===== src/rtl/load_store_ctrl.sv =====
// Load/store sequencer between execute and the data-memory bus: alignment and width checks,
// valid/ack handshake with timeout, lane steering and load extension.
module load_store_ctrl #(
    parameter int BUS_TIMEOUT = 255
) (
    input  logic        clk_i,
    input  logic        rst_i,
    input  logic        req_i,
    input  logic        we_i,
    input  logic [2:0]  width_i,
    input  logic [31:0] addr_i,
    input  logic [31:0] wdata_i,
    input  logic        flush_i,
    output logic        stall_o,
    output logic        done_o,
    output logic [31:0] rdata_o,
    output logic        err_o,
    output logic [1:0]  err_cause_o,
    output logic        dmem_valid_o,
    input  logic        dmem_ack_i,
    output logic [31:0] dmem_addr_o,
    output logic        dmem_we_o,
    output logic [3:0]  dmem_sel_o,
    output logic [31:0] dmem_wdata_o,
    input  logic [31:0] dmem_rdata_i
);

    typedef enum logic [1:0] {IDLE, BUSY, RESP, ERR} state_t;

    localparam logic [15:0] TO_LAST = 16'(BUS_TIMEOUT - 1);

    state_t      state_q, state_d;
    logic [15:0] cnt_q, cnt_d;
    logic        flushed_q, flushed_d;
    logic [1:0]  cause_d;
    logic        width_ok, misaligned, accept, flush_now;

    logic [29:0] addr_p1;
    logic        we_p1;
    logic [3:0]  sel_p1;
    logic [31:0] wdata_p1;
    logic [2:0]  width_p1;
    logic [1:0]  off_p1;
    logic [31:0] rdata_p2;
    logic [1:0]  cause_p2;

    function automatic logic [3:0] lane_sel(input logic [1:0] sz, input logic [1:0] off);
        case (sz)
            2'b00:   lane_sel = 4'b0001 << off;
            2'b01:   lane_sel = 4'b0011 << {off[1], 1'b0};
            default: lane_sel = 4'b1111;
        endcase
    endfunction

    function automatic logic [31:0] lane_data(input logic [1:0] sz, input logic [31:0] d);
        case (sz)
            2'b00:   lane_data = {4{d[7:0]}};
            2'b01:   lane_data = {2{d[15:0]}};
            default: lane_data = d;
        endcase
    endfunction

    // width[2] marks the unsigned variants (BU/HU)
    function automatic logic [31:0] load_extend(input logic [2:0] w, input logic [1:0] off,
                                                input logic [31:0] d);
        logic [31:0] s;
        s = d >> {off, 3'b000};
        case (w[1:0])
            2'b00:   load_extend = w[2] ? {24'd0, s[7:0]}  : {{24{s[7]}}, s[7:0]};
            2'b01:   load_extend = w[2] ? {16'd0, s[15:0]} : {{16{s[15]}}, s[15:0]};
            default: load_extend = s;
        endcase
    endfunction

    assign width_ok   = (width_i[1:0] != 2'b11) && !(width_i[2] && (we_i || width_i[1]));
    assign misaligned = ((width_i[1:0] == 2'b01) && addr_i[0]) ||
                        ((width_i[1:0] == 2'b10) && (addr_i[1:0] != 2'b00));
    assign accept     = (state_q == IDLE) && req_i && !flush_i && width_ok && !misaligned;
    assign flush_now  = flushed_q || flush_i;

    always_ff @(posedge clk_i) begin
        if (rst_i) begin
            state_q   <= IDLE;
            cnt_q     <= '0;
            flushed_q <= 1'b0;
        end else begin
            state_q   <= state_d;
            cnt_q     <= cnt_d;
            flushed_q <= flushed_d;
        end
    end

    always_comb begin
        state_d   = state_q;
        cnt_d     = cnt_q;
        flushed_d = flushed_q;
        cause_d   = 2'b00;
        case (state_q)
            IDLE: begin
                cnt_d     = '0;
                flushed_d = 1'b0;
                if (req_i && !flush_i) begin
                    if (!width_ok) begin
                        state_d = ERR;
                        cause_d = 2'b10;
                    end else if (misaligned) begin
                        state_d = ERR;
                        cause_d = 2'b01;
                    end else begin
                        state_d = BUSY;
                    end
                end
            end
            BUSY: begin
                flushed_d = flush_now;
                if (dmem_ack_i) begin
                    state_d   = flush_now ? IDLE : RESP;
                    cnt_d     = '0;
                    flushed_d = 1'b0;
                end else if (cnt_q == TO_LAST) begin
                    state_d   = flush_now ? IDLE : ERR;
                    cause_d   = 2'b11;
                    cnt_d     = '0;
                    flushed_d = 1'b0;
                end else begin
                    cnt_d = cnt_q + 16'd1;
                end
            end
            default: state_d = IDLE;
        endcase
    end

    // p1: request captured on acceptance; p2: response captured on ack or fault
    always_ff @(posedge clk_i) begin
        if (accept) begin
            addr_p1  <= addr_i[31:2];
            we_p1    <= we_i;
            sel_p1   <= lane_sel(width_i[1:0], addr_i[1:0]);
            wdata_p1 <= lane_data(width_i[1:0], wdata_i);
            width_p1 <= width_i;
            off_p1   <= addr_i[1:0];
        end
        if ((state_q == BUSY) && dmem_ack_i) begin
            rdata_p2 <= we_p1 ? 32'd0 : load_extend(width_p1, off_p1, dmem_rdata_i);
        end
        cause_p2 <= cause_d;
    end

    assign stall_o      = ((state_q == IDLE) && req_i && !flush_i) || (state_q == BUSY);
    assign done_o       = (state_q == RESP);
    assign err_o        = (state_q == ERR);
    assign rdata_o      = (state_q == RESP) ? rdata_p2 : 32'd0;
    assign err_cause_o  = (state_q == ERR) ? cause_p2 : 2'b00;
    assign dmem_valid_o = (state_q == BUSY);
    assign dmem_addr_o  = dmem_valid_o ? {addr_p1, 2'b00} : 32'd0;
    assign dmem_we_o    = dmem_valid_o && we_p1;
    assign dmem_sel_o   = dmem_valid_o ? sel_p1 : 4'd0;
    assign dmem_wdata_o = dmem_valid_o ? wdata_p1 : 32'd0;

endmodule


===== config.mk =====
export PLATFORM = sky130hd
export DESIGN_NAME = load_store_ctrl
export DESIGN_NICKNAME = d
export VERILOG_FILES = /design/src/rtl/load_store_ctrl.sv
export SDC_FILE = /design/constraint.sdc
export NUM_CORES = 1
export LEC_CHECK = 0
export BUFFER_PORTS_ARGS = -buffer_cell sky130_fd_sc_hd__buf_2
export CAP_MARGIN = 20
export CORE_UTILIZATION = 50
export DETAILED_ROUTE_END_ITERATION = 12
export PLACE_DENSITY_LB_ADDON = 0.08
export SETUP_SLACK_MARGIN = 0.02
export SYNTH_ARGS = -nofsm -noshare
export SYNTH_HDL_FRONTEND = slang
export SYNTH_SLANG_ARGS = --single-unit

===== constraint.sdc =====
create_clock -name clk_i -period 12.79 [get_ports clk_i]
set_clock_uncertainty 0.05 [all_clocks]
set_input_delay 0.6395 -clock clk_i [delete_from_list [all_inputs] [get_ports clk_i]]
set_output_delay 0.6395 -clock clk_i [all_outputs]
set_load 0.005 [all_outputs]

Yosys cells after proc, flatten, opt, wreduce, memory -nomap -nowiden
Index checks and enable logic that the tools add are counted.
- register bits: 125
- output and inout port bits: 107
- word-level logic and storage cells: 79
- $add $sub $neg: 1
- equality and inequality tests: 10
- shifts and indexed selects: 3
- multiplexer cells: 30
- reduce and logical (&&, ||, !) cells: 24
- operators with widths (operator ; count):
    2-to-1 mux 32 bit ; 5
    case mux 32 bit (2 select lines) ; 2
    2-to-1 mux 16 bit ; 2
    case mux 16 bit (2 select lines) ; 1
    >> shifter 32 x 5 -> 32 bit ; 1
    2-to-1 mux 2 bit ; 12
    adder 16 x 1 -> 16 bit, second input constant ; 1
    equality test 16 x 8 -> 1 bit, second input constant ; 1
    logical AND 1 bit ; 11
    case mux 2 bit (2 select lines) ; 2
    case mux 4 bit (2 select lines) ; 1
    equality test 2 x 1 -> 1 bit, second input constant ; 3
    equality test 2 bit, second input constant ; 3
    zero test 2 bit ; 3
    logical OR 1 bit ; 4
    2-to-1 mux 4 bit ; 1
    nonzero test 2 bit ; 2
    left shift 1 x 2 -> 4 bit, first input constant ; 1
    left shift 2 x 2 -> 4 bit, first input constant ; 1
    zero test 1 bit ; 3
    2-to-1 mux 1 bit ; 3
    inequality test 3 x 1 -> 1 bit, second input constant ; 1
    inequality test 2 x 1 -> 1 bit, second input constant ; 1
    inequality test 2 bit, second input constant ; 1
    other kinds (2) ; 2

Logic depth before layout (Yosys ltp)
Gate-level depths: netlist (run 1).
- depth in word-level cells: 7
- gate-level depth with buffers: 7
- mapped depth without buffers: 6

Worst setup path after synthesis (run 1)
Ideal clock, no wire load.
- path kind: in2reg
- from: input port flush_i
- to: register addr_p1[0] (enable)
- data arrival time: 6.302 ns
- data required time: 12.135 ns
- slack: 5.833 ns
- cell stages on the path: 3
- path buffers: 0
- path through: nand2b_1 > nor3_1 > nor3b_1
- cells in the longest elaborated chain, start to end: 4
- RTL lines (element ; line ; RTL):
    start: declaration ; 13 ; input logic flush_i,
    zero test 1 bit ; 78 ; assign accept = (state_q == IDLE) && req_i && !flush_i && width_ok && !misaligned;
    logical AND 1 bit (3 in series) ; 78 ;
    via accept ; 36 ; logic width_ok, misaligned, accept, flush_now;
    end signal: assignment ; 136 ; addr_p1 <= addr_i[31:2];
    end: declaration ; 38 ; logic [29:0] addr_p1;
The timed path passes the listed nets, and every way through them passes these cells.
A chain may end at the register's enable or synchronous reset.

Worst setup path after layout (run 1)
- from: register we_p1
- to: output port dmem_we_o
- cells in the longest elaborated chain, start to end: 1
- RTL lines (element ; line ; RTL):
    start: declaration ; 39 ; logic we_p1;
    start signal: assignment ; 137 ; we_p1 <= we_i;
    logical AND 1 bit ; 156 ; assign dmem_we_o = dmem_valid_o && we_p1;
    end: declaration ; 22 ; output logic dmem_we_o,
No other way between the ends.

==> flow_metrics.tcl, run 1 <==
set metrics [dict create \
    finalSetupTns_ns 0 \
    crit_path_start_kind "register" \
    die_h_um 113 \
    p_per_area_nw_per_um2 137 \
    netlist_area_um2 6180 \
    nets 840 \
    synth_warnings 0 \
    post-route-period-util 0.200 \
    cp-end-kind "output port" \
    relSlewSlack 0.274 \
    register_area_um2 3540 \
    layout_common_cells "209 x buf_2, 104 x edfxtp_1, 102 x and3_1" \
    worst_pin_slew_ns 1.09 \
    syn_inst 548 \
    wl_per_cell_um 16.6 \
    clock_path_buffers 2 \
    hold_viol_final 0 \
    synth_top_area_frac 0.505 \
    whs_path_depth 1 \
    io_buffers 209 \
    yosys.area_share.simple 0.213 \
    drc 0 \
    place_congestion 0.796 \
    synth-edff-count 104 \
    setup_viol 0 \
    max_freq_ghz 0.390 \
    cp.required_ns 12.10 \
    fp.dieW_um 113 \
    ant_nets 0 \
    synthFlopType "edfxtp_1" \
    ys_types 48 \
    synth.area.mux_share 0.0749 \
    dieArea_um2 12800 \
    setup_slack_ns 10.23 \
    dp_hpwl_mm 9.85 \
    clkTransAtPathRegs_ns 0.06 \
    drtPass1Iterations 4 \
    synth_area_leader_cell "edfxtp_1" \
    cts_resized 0 \
    async_reset_ff_frac 0 \
    vias_per_cell 5.51 \
    synthToLayoutAreaGrowth_pct 27.6 \
    start_util 0.514 \
    antenna_cells 0 \
    first_iter_violations 290 \
    crit_type "register to output port" \
    path_max_fanout 33 \
    ctsHoldBuffers 0 \
    grt_use_total 0.236 \
    status "complete, no violations" \
    cts_root_buf "clkbuf_16" \
    clk_latency_ns 0.41 \
    grt_setup_unrepaired "no" \
    grt_pass1_vias 4783 \
    postCtsSetupBuffers 0 \
    fillers 992 \
    clock_sinks 125 \
    grt_max_degree 78 \
    total_power_mw 1.08 \
    numCtsBuffers 17 \
    synth-seq-cells 125 \
    vias 4918 \
    antenna_found_initial 1 \
    io_pins 212 \
    synth_top_family_by_area "simple AND/OR/NAND/NOR gates" \
    rrSetupSlack_ns 10.25 \
    htree_levels 4 \
    hold_path.class "primary input to register" \
    grt_pass1_wl_mm 23.3 \
    place_ws_ns 9.84 \
    maxCapViolations 0 \
    synth-compound-area-share 0.0816 \
    final_util 0.656 \
    fp.coreArea_um2 12000 \
    multi_input_area_um2 2410 \
    grt_remaining_overflow 0 \
    rows 40 \
    ir_drop_uv 116 \
    avgSynthCellArea_um2 11.3 \
    synthXorXnorAreaFrac 0.0142 \
    leakagePower_nw 3.64 \
    slew_violations 0 \
    reg2regPathDepth 4 \
    synthAdderAreaFrac 0.00405 \
    post-route-min-period_ns 2.56 \
    yosys-top-cells-area "edfxtp_1 51%, and3_1 10%, dfxtp_1 6.8%" \
    wl_mm 14.8 \
    drive_gt1_frac 0.379 \
    ys_seq_area_frac 0.574 \
    worstPathArrival_ns 1.87 \
    layout_commonest_cell "buf_2" \
    cts_tree "yes" \
]
## layout make-up
type	count	share of cell area
clock inverters	15	0.0208
flip-flops and latches	125	0.450
clock buffers	17	0.0540
inverters	8	0.00381
repair buffers	215	0.143
well taps	147	0.0233
multi-input cells	366	0.306
## critical path, cell delays in order, from the launching register on
cell and delay (ns):
edfxtp_1 1.07, and3_1 0.26, buf_2 0.13
## power by group
part	total [mW]	switching, mW	internal, mW
Clock	0.473	0.184	0.289
Combinational	0.138	0.0771	0.0606
Sequential	0.466	0.00651	0.460
## cell families after synthesis
kind of cell               count (synthesis)
buffers and inverters                     58
muxes                                     43
DFF                                      125
xor gates and xnor gates                  10
other                                      1
and+or+nand+nor                          230
AOI/OAI and AO/OA                         79
adders and majority gates                  2
## synthesized netlist by cell type, drive strengths merged (5+ instances only)
cell type and count:
a211oi 17, a21oi 28, and2 8, and3 102, buf 10, clkbuf 40, dfxtp 21, edfxtp 104
inv 8, mux2 26, mux2i 17, nand2 35, nand2b 5, nand4 6, nor2 20, nor2b 11
nor3 19, nor4 5, o21ai 15, xnor2 8
## state kept, by name, summed over array words and instances, names as in the netlist, 3 cells and up
register and count:
addr_p1 30, cnt_q 16, rdata_p2 32, sel_p1 4, wdata_p1 32, width_p1 3
## final timing paths
path                                      to              startpoint
setup / recovery                   dmem_we_o         we_p1$_DFFE_PP_
hold / removal          addr_p1[5]$_DFFE_PP_               addr_i[7]
setup reg to reg  rdata_p2[23]$_SDFFCE_PP0P_     off_p1[1]$_DFFE_PP_
hold reg to reg       flushed_q$_SDFFE_PP0P_  flushed_q$_SDFFE_PP0P_
## per-layer routing
metal	track usage	share of wire	vias to the layer above
li1	-	-	2404
met1	0.272	0.42	2331
met2	0.399	0.49	163
met3	0.0830	0.074	20
met4	0.0982	0.018	0
met5	0	0	-
## through the flow
stage,hold WS [ns],std cells,instance area [um^2]
2_1_floorplan,0.428,549,6180
3_3_place_gp,0.445,859,7240
3_5_place_dp,0.468,859,7240
4_1_cts,0.331,891,7830
5_1_grt,0.326,893,7880
6_report,0.346,893,7880
(Power assumes the default switching activity.)
==> run 2: changes to the inputs <==
Settings changed: ABC_AREA set to 1.
Clock period 12.79 ns to 2.6 ns, I/O delays scaled along.
==> flow_metrics.tcl, run 2 <==
set metrics [dict create \
    critical-path-max-stage-delay_ns 0.66 \
    nets 1142 \
    synth.most_common_cell "nand2_1" \
    io_buffers 209 \
    crit_slowest_cell "inv_1" \
    syn_inst 775 \
    cts_root_buf "clkbuf_16" \
    clkTransAtPathRegs_ns 0.06 \
    cp.required_ns 2.42 \
    cp-end-kind "output port" \
    grt_setup_unrepaired "no" \
    ir_drop_uv 470 \
    synth.area.mux_share 0 \
    relSlewSlack 0.393 \
    synthFlopType "edfxtp_1" \
    synth-edff-count 104 \
    cts_tree "yes" \
    fp.coreArea_um2 12600 \
    synthToLayoutAreaGrowth_pct 36.9 \
    dieArea_um2 13400 \
    path_max_fanout 32 \
    synth-compound-area-share 0.0592 \
    rows 41 \
    min_to "wdata_p1[9]$_DFFE_PP_" \
    vias 5751 \
    synth_warnings 0 \
    io_pins 212 \
    post-route-min-period_ns 2.14 \
    fp.dieW_um 116 \
    avgSynthCellArea_um2 8.32 \
    clock_sinks 125 \
    status "complete, no violations" \
    max_freq_ghz 0.467 \
    final_area_um2 8830 \
    yosys.area_share.simple 0.250 \
    synthAdderAreaFrac 0.00388 \
    r2r_start "off_p1[0]$_DFFE_PP_" \
    total_power_mw 5.56 \
    worstPathArrival_ns 1.96 \
    yosys-top-cells-area "edfxtp_1 48%, nand2_1 10%, inv_1 8.6%" \
    antenna_cells 0 \
    drtPass1Iterations 5 \
    first_iter_violations 328 \
    dpl_cell_area_um2 7590 \
    drc 0 \
    ant_nets 0 \
    synth_area_leader_cell "edfxtp_1" \
    antenna_found_initial 0 \
    hold_path.class "primary input to register" \
    crit_type "register to output port" \
    grt_pass1_vias 5447 \
    clock_path_buffers 2 \
    crit_top_cell "nor2_1" \
    post-route-period-util 0.824 \
    leakagePower_nw 4.57 \
    layout_common_cells "209 x buf_2, 174 x nand2_1, 148 x inv_1" \
    reg2regPathDepth 8 \
    hp-start "wdata_i[9]" \
    maxCapViolations 0 \
    start_util 0.511 \
    die_h_um 116 \
    reg_top3 "rdata_p2: 32 flops, wdata_p1: 32 flops, addr_p1: 30 flops" \
    worst_pin_slew_ns 0.910 \
    dp_hpwl_mm 10.5 \
    r2r_end "rdata_p2[20]$_SDFFCE_PP0P_" \
    numCtsBuffers 17 \
    p_per_area_nw_per_um2 630 \
    grt_max_degree 68 \
    htree_levels 4 \
    whs_path_depth 3 \
    setup_viol 0 \
    place_congestion 0.880 \
    slew_violations 0 \
    wl_per_cell_um 13.0 \
    synth_top_family_by_area "simple AND/OR/NAND/NOR gates" \
    synthTopCellsByCount "174 x nand2_1, 148 x inv_1, 142 x nor2_1, 104 x edfxtp_1, 39 x nand3_1" \
    hold_viol_final 0 \
    wl_mm 15.8 \
    finalSetupTns_ns 0 \
    grt_use_total 0.249 \
    clk_latency_ns 0.41 \
    synth_top_area_frac 0.484 \
    ys_types 38 \
    crit_chain "inv_2 -> nor2_1 -> inv_1 -> nor2_1 -> buf_2" \
    synth-seq-cells 125 \
    crit_path_start_kind "register" \
    netlist_area_um2 6450 \
    final_util 0.700 \
    vias_per_cell 4.71 \
    async_reset_ff_frac 0 \
    layout_commonest_cell "buf_2" \
    ys_seq_area_frac 0.550 \
    rrSetupSlack_ns 0.51 \
    grt_remaining_overflow 0 \
    synthXorXnorAreaFrac 0.0136 \
    grt_pass1_wl_mm 25.4 \
    drive_gt1_frac 0.266 \
    fillers 1023 \
]
## run 2: cell types whose count changed after synthesis, sizes merged, moves of 11 or more
cell | before | now
inv | 8 | 158
nand2 | 35 | 177
nor2 | 20 | 148
and3 | 102 | 0
nand3 | 4 | 49
mux2 | 26 | 0
clkbuf | 40 | 15
a211oi | 17 | 0
mux2i | 17 | 0
nor3 | 19 | 2
a21oi | 28 | 17
nor2b | 11 | 0
o21ai | 15 | 26
## run 2: critical path, delay by kind of cell, from the launching register on
kind	cells	cell delay, ns
DFF	1	0.41
and+or+nand+nor	2	0.18
buffers and inverters	3	0.96
## run 2: area by class of cell
class / count / area (um^2) / share of cell area
Sequential cell: 125 / 3540 / 0.401
Multi-Input combinational cell: 458 / 2130 / 0.241
Timing Repair Buffer: 275 / 1720 / 0.195
Inverter: 158 / 596 / 0.0675
Clock buffer: 19 / 433 / 0.0490
Tap cell: 172 / 215 / 0.0244
Clock inverter: 13 / 196 / 0.0222
## run 2: report_power, final
group / leakage (nW) / internal [mW] / switching, mW
Clock: 0.302 / 1.69 / 0.854
Sequential: 1.12 / 2.26 / 0.0352
Combinational: 3.14 / 0.311 / 0.411
## run 2: per-stage QoR
step           setup slack (ns)  instances  hold WS, ns
6_report                  0.457       1220       0.0323
5_1_grt                   0.234       1220       0.0518
4_1_cts                   0.212       1220       0.0189
3_5_place_dp              0.544       1127        0.258
3_3_place_gp              0.594       1127        0.257
2_1_floorplan             0.140        776        0.149
## run 2: timing repair
action | 4_1_cts | 5_1_grt
hold buffers | 61 | 0
gates resized for setup | 0 | 1
endpoints found under the setup margin | 0 | 4
setup buffers | 0 | 0
endpoints found under the hold margin | 65 | 0
## run 2: how the worst max path moves through the flow
stage / start / depth (start not counted) / to / slack [ns]
global route: state_q[1]$_SDFFE_PP0P_ / 5 / rdata_o[16] / 0.23
global placement: off_p1[0]$_DFFE_PP_ / 8 / rdata_p2[20]$_SDFFCE_PP0P_ / 0.59
floorplan: state_q[1]$_SDFFE_PP0P_ / 4 / addr_p1[0]$_DFFE_PP_ / 0.14
CTS: state_q[1]$_SDFFE_PP0P_ / 5 / rdata_o[16] / 0.21
detailed placement: off_p1[0]$_DFFE_PP_ / 8 / rdata_p2[16]$_SDFFCE_PP0P_ / 0.54
finish: state_q[1]$_SDFFE_PP0P_ / 5 / rdata_o[16] / 0.46
## run 2: per-layer routing
metal  vias up  share of wire  track usage
met4         0          0.017       0.0874
met3        25          0.069       0.0764
met1      2605           0.41        0.291
met5         -              0            0
li1       2917              -            -
met2       204           0.50        0.432
## run 2: kinds of logic after synthesis
group	count (synthesis)
simple gates	381
flops	125
fa+ha+maj	2
compound gates	63
xor+xnor	10
buf+inv	193
other cells	1
